## src/rtl/fp8_pkg.sv

```systemverilog
// FP8 (1-4-3, bias 7) field widths, special-value constants and the field struct
// shared by the multiplier core and the arbiter.
package fp8_pkg;

  localparam int unsigned FP8_W      = 8;
  localparam int unsigned FP8_EXP_W  = 4;
  localparam int unsigned FP8_MANT_W = 3;
  localparam int unsigned FP8_BIAS   = 7;

  localparam logic [FP8_W-1:0]     FP8_QNAN    = 8'h7F;
  localparam logic [FP8_EXP_W-1:0] FP8_INF_EXP = 4'hF;

  typedef struct packed {
    logic                  sign;
    logic [FP8_EXP_W-1:0]  exp;
    logic [FP8_MANT_W-1:0] mant;
  } fp8_t;

endpackage

```

## src/rtl/fp8_mul_core.sv

```systemverilog
// Combinational FP8 multiplier: truncating significand product with one-step
// normalisation, then NaN > inf > zero special-case override.
module fp8_mul_core
  import fp8_pkg::*;
(
  input  logic [FP8_W-1:0] a_i,
  input  logic [FP8_W-1:0] b_i,
  output logic [FP8_W-1:0] product_c
);

  localparam int unsigned SIG_W  = FP8_MANT_W + 1;
  localparam int unsigned PROD_W = 2 * SIG_W;
  localparam logic [FP8_EXP_W-1:0] EXP_ADJ = FP8_EXP_W'((1 << FP8_EXP_W) - FP8_BIAS);

  fp8_t                  a, b;
  logic                  a_nan, b_nan, a_inf, b_inf, a_zero, b_zero;
  logic                  sign;
  logic [SIG_W-1:0]      sig_a, sig_b;
  logic [PROD_W-1:0]     sig_p;
  logic [FP8_EXP_W-1:0]  exp_sum, exp_n;
  logic [FP8_MANT_W-1:0] mant_n;
  logic                  unused_lsbs;

  assign a = a_i;
  assign b = b_i;

  assign a_nan  = (a.exp == FP8_INF_EXP) && (a.mant != '0);
  assign b_nan  = (b.exp == FP8_INF_EXP) && (b.mant != '0);
  assign a_inf  = (a.exp == FP8_INF_EXP) && (a.mant == '0);
  assign b_inf  = (b.exp == FP8_INF_EXP) && (b.mant == '0);
  assign a_zero = (a.exp == '0);
  assign b_zero = (b.exp == '0);

  assign sign  = a.sign ^ b.sign;
  assign sig_a = {1'b1, a.mant};
  assign sig_b = {1'b1, b.mant};
  assign sig_p = PROD_W'(sig_a) * PROD_W'(sig_b);

  // Exponent wraps mod 16; a product in [2,4) shifts right by one.
  assign exp_sum = a.exp + b.exp + EXP_ADJ;
  assign exp_n   = exp_sum + FP8_EXP_W'(sig_p[PROD_W-1]);
  assign mant_n  = sig_p[PROD_W-1] ? sig_p[PROD_W-2 -: FP8_MANT_W]
                                   : sig_p[PROD_W-3 -: FP8_MANT_W];
  assign unused_lsbs = ^sig_p[PROD_W-SIG_W-2:0];

  always_comb begin
    product_c = {sign, exp_n, mant_n};
    if (a_nan || b_nan || (a_inf && b_zero) || (b_inf && a_zero)) begin
      product_c = FP8_QNAN;
    end else if (a_inf || b_inf) begin
      product_c = {sign, FP8_INF_EXP, FP8_MANT_W'(0)};
    end else if (a_zero || b_zero) begin
      product_c = {sign, FP8_EXP_W'(0), FP8_MANT_W'(0)};
    end
  end

endmodule

```

## src/rtl/fp8_mul_arbiter.sv

```systemverilog
// Round-robin arbiter feeding N_REQ requesters into one shared two-stage FP8
// multiplier pipeline with ready/valid backpressure on the response side.
module fp8_mul_arbiter
  import fp8_pkg::*;
#(
  parameter int unsigned N_REQ = 4,
  parameter int unsigned ID_W  = $clog2(N_REQ)
) (
  input  logic                   clk,
  input  logic                   rst,
  input  logic [N_REQ-1:0]       req_valid,
  output logic [N_REQ-1:0]       req_ready,
  input  logic [N_REQ*FP8_W-1:0] req_a,
  input  logic [N_REQ*FP8_W-1:0] req_b,
  output logic                   rsp_valid,
  input  logic                   rsp_ready,
  output logic [FP8_W-1:0]       rsp_product,
  output logic [ID_W-1:0]        rsp_id,
  output logic                   busy
);

  logic [N_REQ-1:0][FP8_W-1:0] a_arr, b_arr;

  logic              s1_valid_q, s1_valid_d;
  logic [FP8_W-1:0]  s1_a_q, s1_a_d, s1_b_q, s1_b_d;
  logic [ID_W-1:0]   s1_id_q, s1_id_d;
  logic              s2_valid_q, s2_valid_d;
  logic [FP8_W-1:0]  s2_prod_q, s2_prod_d;
  logic [ID_W-1:0]   s2_id_q, s2_id_d;
  logic [ID_W-1:0]   rr_ptr_q, rr_ptr_d;

  logic              s2_load, s1_load, accept;
  logic              grant_found;
  logic [ID_W-1:0]   grant_idx;
  int unsigned       cand;
  logic [FP8_W-1:0]  core_prod;

  assign a_arr = req_a;
  assign b_arr = req_b;

  assign s2_load = !s2_valid_q || rsp_ready;
  assign s1_load = !s1_valid_q || s2_load;

  // First valid requester at or after rr_ptr, wrapping past N_REQ-1.
  always_comb begin
    grant_found = 1'b0;
    grant_idx   = '0;
    cand        = 0;
    for (int unsigned k = 0; k < N_REQ; k++) begin
      cand = 32'(rr_ptr_q) + k;
      if (cand >= N_REQ) cand = cand - N_REQ;
      if (!grant_found && req_valid[ID_W'(cand)]) begin
        grant_found = 1'b1;
        grant_idx   = ID_W'(cand);
      end
    end
  end

  assign accept    = grant_found && s1_load && !rst;
  assign req_ready = accept ? (N_REQ'(1) << grant_idx) : '0;

  fp8_mul_core u_core (
    .a_i       (s1_a_q),
    .b_i       (s1_b_q),
    .product_c (core_prod)
  );

  always_comb begin
    s1_valid_d = s1_valid_q;
    s1_a_d     = s1_a_q;
    s1_b_d     = s1_b_q;
    s1_id_d    = s1_id_q;
    s2_valid_d = s2_valid_q;
    s2_prod_d  = s2_prod_q;
    s2_id_d    = s2_id_q;
    rr_ptr_d   = rr_ptr_q;
    // Data registers only move with a real entry so held outputs stay clean.
    if (s2_load) begin
      s2_valid_d = s1_valid_q;
      if (s1_valid_q) begin
        s2_prod_d = core_prod;
        s2_id_d   = s1_id_q;
      end
    end
    if (s1_load) begin
      s1_valid_d = accept;
      if (accept) begin
        s1_a_d  = a_arr[grant_idx];
        s1_b_d  = b_arr[grant_idx];
        s1_id_d = grant_idx;
      end
    end
    if (accept) begin
      rr_ptr_d = (32'(grant_idx) == N_REQ - 1) ? '0 : grant_idx + ID_W'(1);
    end
  end

  always_ff @(posedge clk) begin
    if (rst) begin
      s1_valid_q <= 1'b0;
      s1_a_q     <= '0;
      s1_b_q     <= '0;
      s1_id_q    <= '0;
      s2_valid_q <= 1'b0;
      s2_prod_q  <= '0;
      s2_id_q    <= '0;
      rr_ptr_q   <= '0;
    end else begin
      s1_valid_q <= s1_valid_d;
      s1_a_q     <= s1_a_d;
      s1_b_q     <= s1_b_d;
      s1_id_q    <= s1_id_d;
      s2_valid_q <= s2_valid_d;
      s2_prod_q  <= s2_prod_d;
      s2_id_q    <= s2_id_d;
      rr_ptr_q   <= rr_ptr_d;
    end
  end

  assign rsp_valid   = s2_valid_q;
  assign rsp_product = s2_prod_q;
  assign rsp_id      = s2_id_q;
  assign busy        = s1_valid_q || s2_valid_q;

endmodule
```

## config.mk

```make
export PLATFORM = sky130hd
export DESIGN_NAME = fp8_mul_arbiter
export DESIGN_NICKNAME = d
export VERILOG_FILES = /design/src/rtl/fp8_pkg.sv /design/src/rtl/fp8_mul_core.sv /design/src/rtl/fp8_mul_arbiter.sv
export SDC_FILE = /design/constraint.sdc
export NUM_CORES = 1
export LEC_CHECK = 0
export CAP_MARGIN = 0
export CORE_MARGIN = 3
export CORE_UTILIZATION = 45
export DETAILED_ROUTE_END_ITERATION = 10
export HOLD_SLACK_MARGIN = 0.1
export PLACE_DENSITY = 0.77
export SYNTH_ARGS = -nofsm -noshare
export SYNTH_HDL_FRONTEND = slang
export SYNTH_HIERARCHICAL = 1
export SYNTH_SLANG_ARGS = --single-unit
```

## constraint.sdc

```tcl
create_clock -name clk -period 5.1 [get_ports clk]
set_clock_uncertainty 0.1 [all_clocks]
set_input_delay 1.275 -clock clk [delete_from_list [all_inputs] [get_ports clk]]
set_output_delay 1.275 -clock clk [all_outputs]
set_load 0.01 [all_outputs]
```

Yosys cells after proc, flatten, opt, wreduce, memory -nomap -nowiden

Index checks and enable logic that the tools add are counted.

Memories kept: 0
Memory bits (read-only): 0
Output and inout port bits: 16
Bits of input ports: 71
Bits in registers: 32
Bits in latches: 0
RAM bits: 0

Magnitude comparators: 9
Muxes and demuxes: 30
Add/sub/neg operators: 11
Div/mod/pow operators: 0
Multipliers: 1
Equality and inequality tests: 3
Bitwise operators: 1
Reductions and logical operators: 33
Shift-type cells: 1

Operator list:

| kind                                                                         | count |
|---|---|
| 8-bit binary-select mux with 2-bit select                                    | 2 |
| 8-bit two-way mux                                                            | 3 |
| 2-bit two-way mux                                                            | 9 |
| 2-bit by 3-bit less-than comparator with 1-bit output, second input constant | 5 |
| 7-bit two-way mux                                                            | 2 |
| 1-bit logical AND                                                            | 11 |
| 3-bit greater-or-equal comparator, second input constant                     | 3 |
| 1-bit binary-select mux with 2-bit select                                    | 4 |
| 4-bit == test, second input constant                                         | 2 |
| 4-bit zero test                                                              | 2 |
| 1-bit logical OR                                                             | 8 |
| 4-bit by 4-bit multiplier with 8-bit output                                  | 1 |
| 1-bit two-way mux                                                            | 8 |
| 2-bit by 1-bit subtractor with 2-bit output, second input constant           | 4 |
| 2-bit by 2-bit adder with 3-bit output, second input constant                | 2 |
| 1-bit zero test                                                              | 6 |
| 3-bit zero test                                                              | 2 |
| 3-bit nonzero test                                                           | 2 |
| 4-bit by 1-bit adder with 4-bit output                                       | 1 |
| 4-bit adder                                                                  | 1 |
| 4-bit adder, second input constant                                           | 1 |
| 4-bit two-way mux                                                            | 1 |
| 2-bit AND reduction                                                          | 2 |
| 1-bit by 2-bit left shift with 4-bit output, first input constant            | 1 |
| 6 further kinds                                                              | 6 |

Longest topological paths before layout

Depth in word-level cells: 17
Mapped depth: 20

By module

Netlist, hierarchy kept.

By module, submodules not included:

| module          | seq. area each (µm²) | cells each | times used | area an instance (µm²) |
|---|---|---|---|---|
| fp8_mul_arbiter | 640.6                | 203        | 1          | 1767.9 |
| fp8_mul_core    | 0.0                  | 107        | 1          | 843.3 |

Worst setup path after synthesis

OpenSTA, ideal clock, no wires.

Kind: register to register
Start: register s1_b_q[2]
End: register s2_prod_q[6], in the netlist rsp_product[6]
Cell stages (with the launch flop): 20
Clock period less this slack: 4.179 ns
Setup slack: 0.921 ns
Data required time: 4.872 ns
Arrival: 3.951 ns
Path buffers: 1
Cells stage by stage: dfxtp_1 ha_1 inv_1 fa_1 inv_1 ha_1 ha_1 buf_6 and2_4 or4b_4 o221ai_4 nor2_2 or2_1 ha_1 a21o_1 a21oi_1 xnor2_1 o21ai_0 mux2i_1 nor2_1

Longest elaborated chain between the ends: 6
Elaborated cells between the ends (all ways): 14
Those cells by class: 1 x add/sub; 1 x mul; 3 x mux; 9 x reduce/logical

RTL lines:

| what                                                                                                | RTL line               | source |
|---|---|---|
| start: declaration                                                                                  | fp8_mul_arbiter.sv:25  | `logic [FP8_W-1:0] s1_a_q, s1_a_d, s1_b_q, s1_b_d;` |
| start signal: assignment                                                                            | fp8_mul_arbiter.sv:102 | `s1_b_q <= '0;` |
| start signal: assignment                                                                            | fp8_mul_arbiter.sv:111 | `s1_b_q <= s1_b_d;` |
| parallel branches: the longest is 5 deep, another holds 4-bit by 4-bit multiplier with 8-bit output | -                      |  |
| 8-bit two-way mux *                                                                                 | fp8_mul_core.sv:48     | `if (a_nan \|\| b_nan \|\| (a_inf && b_zero) \|\| (b_inf && a_zero)) begin` |
| net core_prod[6]                                                                                    | fp8_mul_arbiter.sv:36  | `logic [FP8_W-1:0] core_prod;` |
| end signal: assignment                                                                              | fp8_mul_arbiter.sv:114 | `s2_prod_q <= s2_prod_d;` |
| end: declaration                                                                                    | fp8_mul_arbiter.sv:28  | `logic [FP8_W-1:0] s2_prod_q, s2_prod_d;` |

Mark *: on every way through the listed nets, which the timed path passes.
A chain may end at the register's enable or synchronous reset.

Worst setup path in the final report

Start: input port req_valid[2]
End: output port req_ready[3]

Longest elaborated chain between the ends: 15
Elaborated cells between the ends (all ways): 26
Those cells by class: 1 x shift; 17 x mux; 8 x reduce/logical

RTL lines:

| what                                      | RTL line              | source |
|---|---|---|
| start: declaration                        | fp8_mul_arbiter.sv:11 | `input logic [N_REQ-1:0] req_valid,` |
| 1-bit binary-select mux with 2-bit select | fp8_mul_arbiter.sv:52 | `if (!grant_found && req_valid[ID_W'(cand)]) begin` |
| 1-bit two-way mux (implied by the code)   | fp8_mul_arbiter.sv:52 |  |
| 1-bit two-way mux                         | fp8_mul_arbiter.sv:52 |  |
| 1-bit zero test                           | fp8_mul_arbiter.sv:52 |  |
| 1-bit logical AND                         | fp8_mul_arbiter.sv:52 |  |
| 1-bit two-way mux                         | fp8_mul_arbiter.sv:52 |  |
| 1-bit zero test                           | fp8_mul_arbiter.sv:52 |  |
| 1-bit logical AND                         | fp8_mul_arbiter.sv:52 |  |
| 1-bit two-way mux                         | fp8_mul_arbiter.sv:52 |  |
| 1-bit zero test                           | fp8_mul_arbiter.sv:52 |  |
| 1-bit logical AND                         | fp8_mul_arbiter.sv:52 |  |
| 1-bit two-way mux                         | fp8_mul_arbiter.sv:52 |  |
| 1-bit logical AND (2 in a row)            | fp8_mul_arbiter.sv:59 | `assign accept = grant_found && s1_load && !rst;` |
| 4-bit two-way mux *                       | fp8_mul_arbiter.sv:60 | `assign req_ready = accept ? (N_REQ'(1) << grant_idx) : '0;` |
| end: declaration                          | fp8_mul_arbiter.sv:12 | `output logic [N_REQ-1:0] req_ready,` |

Mark *: on every way between the ends. The rest lies on a longest branch, timed or not. The select of a mux whose other input is x is not followed.

==> flow_summary.toml <==
[placement]
place.gp.congestion = 0.877
placed_cell_area_mm2 = 0.00349
hpwlAfterDp_um = 5200
place_ws_ns = 0.00778
dp.cells = 456
portBuffers = 86

[routing]
drc = 0
dr.pass1.iters = 4
vias = 2494
drtAntennaViolNets = 0
dr.first_iter.drc_count = 157
wirelength_um = 6290
viasPerCell = 5.38
wl_per_cell_um = 13.6

[worst_setup_path]
slowest_stage = "clkdlybuf4s50_1"
cp_data_arrival_time_ns = 3.57
crit_path_cell_trace = "clkdlybuf4s50_1, nor2b_1, a211o_1, and2_1, ha_1, and2_1, clkdlybuf4s50_1"
cp-end-kind = "output port"
crit_type = "in -> out"
critPathMaxStageDelay_ns = 0.54
start_kind = "input pin"
cp_data_required_time_ns = 3.72
worstPathMaxFanout = 13

[yosys]
yosys.area_share.adder_pct = 11.8
avgSynthCellArea_um2 = 8.42
synth.mux.area_fraction_pct = 10.7
synth-seq-cells = 32
synth_cell_types = 54
synth_common_cells = "32 x dfxtp_1, 28 x mux2i_1, 26 x nand2_1, 24 x nor2_1, 22 x o21ai_0"
synth_nets = 402
syn-instance-count = 310
synth_area_leader_cell = "dfxtp_1"
synth-simple-area-share_pct = 23.2
synth_top_area_share_pct = 24.5
synth_edf_count = 0
synth_compound_gate_area_share_pct = 20.6
async_flop_share_pct = 0
synth_warnings = 6
synth_top_family_by_area = "simple AND/OR/NAND/NOR gates"
synth-main-ff-cell = "dfxtp_1"
synth_seq_area_share_pct = 24.5
synth.area.top_cells = "dfxtp_1 25%, mux2i_1 11%, ha_1 7.2%"
synth_xor_area_share_pct = 2.68
synth_area_mm2 = 0.00261
synth.most_common_cell = "dfxtp_1"

[sta]
relSlewSlack_pct = 23.9
max_freq_mhz = 202
hold_viol_final = 0
period_minus_slack_ns = 4.94
finalCritPeriodShare_pct = 96.9
fin_setup_tns_ns = 0
setup_viol = 0
worstMarginPinSlew_ns = 1.13
drv_slew = 0
rsz0062_at_grt = "false"
fin_ws_ns = 0.156

[floorplan]
ios = 87
coreArea_mm2 = 0.00557
start_util_pct = 46.8
die_h_um = 82.2
dieArea_mm2 = 0.00675
fp-row-count = 27
die_x_um = 82.2

[global_route]
grt_max_degree = 31
grt_overflow_total = 0
grt_usage_pct = 19.3
antenna_found_initial = 0
grt_pass1_vias = 2294
grt_pass1_wl_um = 10300

[clocking]
path_clk_slew_ns = 0.06
clock_path_buffers = 2
ctsHoldBuffers = 0
cts_tree = "built"
clk_latency_ns = 0.28
cts_made_buffers = 5
clockRootBuffer = "clkbuf_8"
post_cts_buffers = 0
cts.htree.levels = 2
cts.sinks = 32

[cells_and_area]
drive_gt1_share_pct = 6.38
finalInstanceArea_mm2 = 0.00362
antenna_cells = 0
nFillCells = 500
area_delta_synth_final_pct = 38.8
utilization_pct = 65.0
final_nets = 483
final_cells = 464

[hold_path]
hold_class = "reg -> reg"

[power_and_ir_drop]
p_leak_uw = 0.00154
ir_drop_v = 0.000167
powerDensity_mw_per_mm2 = 338

[run_status]
status = "finished clean"

[job]
cap_viol_max_count = 0
==> worst paths after layout <==
| kind | startpoint | endpoint | slack [ns] | depth (start not counted) |
|---|---|---|---|---|
| max | req_valid[2] | req_ready[3] | 0.16 | 7 |
| min | s1_id_q[0] | s1_id_q[0] | 0.35 | 2 |
| max reg2reg | s1_b_q[2] | rsp_product[6] | 0.58 | 18 |
| min reg2reg | s1_id_q[0] | s1_id_q[0] | 0.35 | 2 |
==> metrics by stage <==
stage                     hold WS [ns]  power, µW
after CTS                        0.351       1230
after floorplan                  0.322        796
after detailed placement         0.342        967
final                            0.349       1230
after global routing             0.374       1330
after global placement           0.345        951
==> critical path, delay by kind of cell <==
kind	cells	cell delay, ns
buffers and inverters	2	1.06
AND/OR/NAND/NOR	3	0.84
adder cells (fa/ha/maj)	1	0.25
AO/OA/AOI/OAI	1	0.14
==> cell usage in the layout, fill, tap and decap left out, types with 3 or more instances in the layout <==
master / netlist / routed
nor4_1: 3 / 3
nor2b_1: 4 / 4
nand2_1: 26 / 26
nand3b_1: 3 / 3
a21oi_1: 6 / 6
inv_1: 18 / 18
mux2i_1: 28 / 28
o21ai_0: 22 / 21
xnor2_1: 5 / 5
and2_1: 6 / 6
o211ai_1: 16 / 16
fa_1: 6 / 6
or3_1: 3 / 3
clkbuf_8: 0 / 7
and3_1: 17 / 17
nand4_1: 4 / 4
nor2_1: 24 / 24
dfxtp_1: 32 / 32
clkdlybuf4s50_1: 0 / 86
a21boi_0: 15 / 15
nand3_1: 4 / 4
buf_4: 1 / 4
xor2_1: 3 / 3
ha_1: 15 / 15
==> registers in the layout, summed over array words and instances, names as in the netlist <==
signal       cells
rsp_valid        1
rr_ptr_q         2
s1_b_q           8
rsp_id           2
s1_id_q          2
s1_a_q           8
rsp_product      8
s1_valid_q       1
==> per-layer routing <==
layer  wire length, µm  up-vias  GRT usage, %
met5                 0        -             0
met4                69        0          4.15
met3               392        7          4.66
met2              2950       78          31.6
met1              2880     1135          25.9
li1                  -     1274             -
==> what timing repair did <==
action	4_1_cts	5_1_grt
endpoints found under the setup margin	1	0
gates resized for setup	1	0
endpoints found under the hold margin	0	0
==> where the power goes <==
group	internal (µW)	switching [µW]	total (µW)
Combinational	301	306	607
Sequential	304	53.2	357
Clock	172	90.5	263
==> area by class of cell <==
cell class,count,area (µm²),area share [%]
clock buffer,7,96.3,2.66
clock inverter,1,30.0,0.829
timing repair buffer,90,891,24.6
sequential,32,641,17.7
multi-input combinational,244,1810,49.9
tap,72,90.1,2.49
inverter,18,67.6,1.86
==> cells by family (layout without fill, tap and decap cells) <==
| family | Yosys count | after routing |
|---|---|---|
| compound gates | 76 | 76 |
| xor+xnor | 8 | 8 |
| fa+ha+maj | 21 | 21 |
| buf+inv | 34 | 116 |
| flops | 32 | 32 |
| mux | 28 | 28 |
| simple gates | 111 | 111 |
No activity file was read; power rests on OpenSTA's default activity.
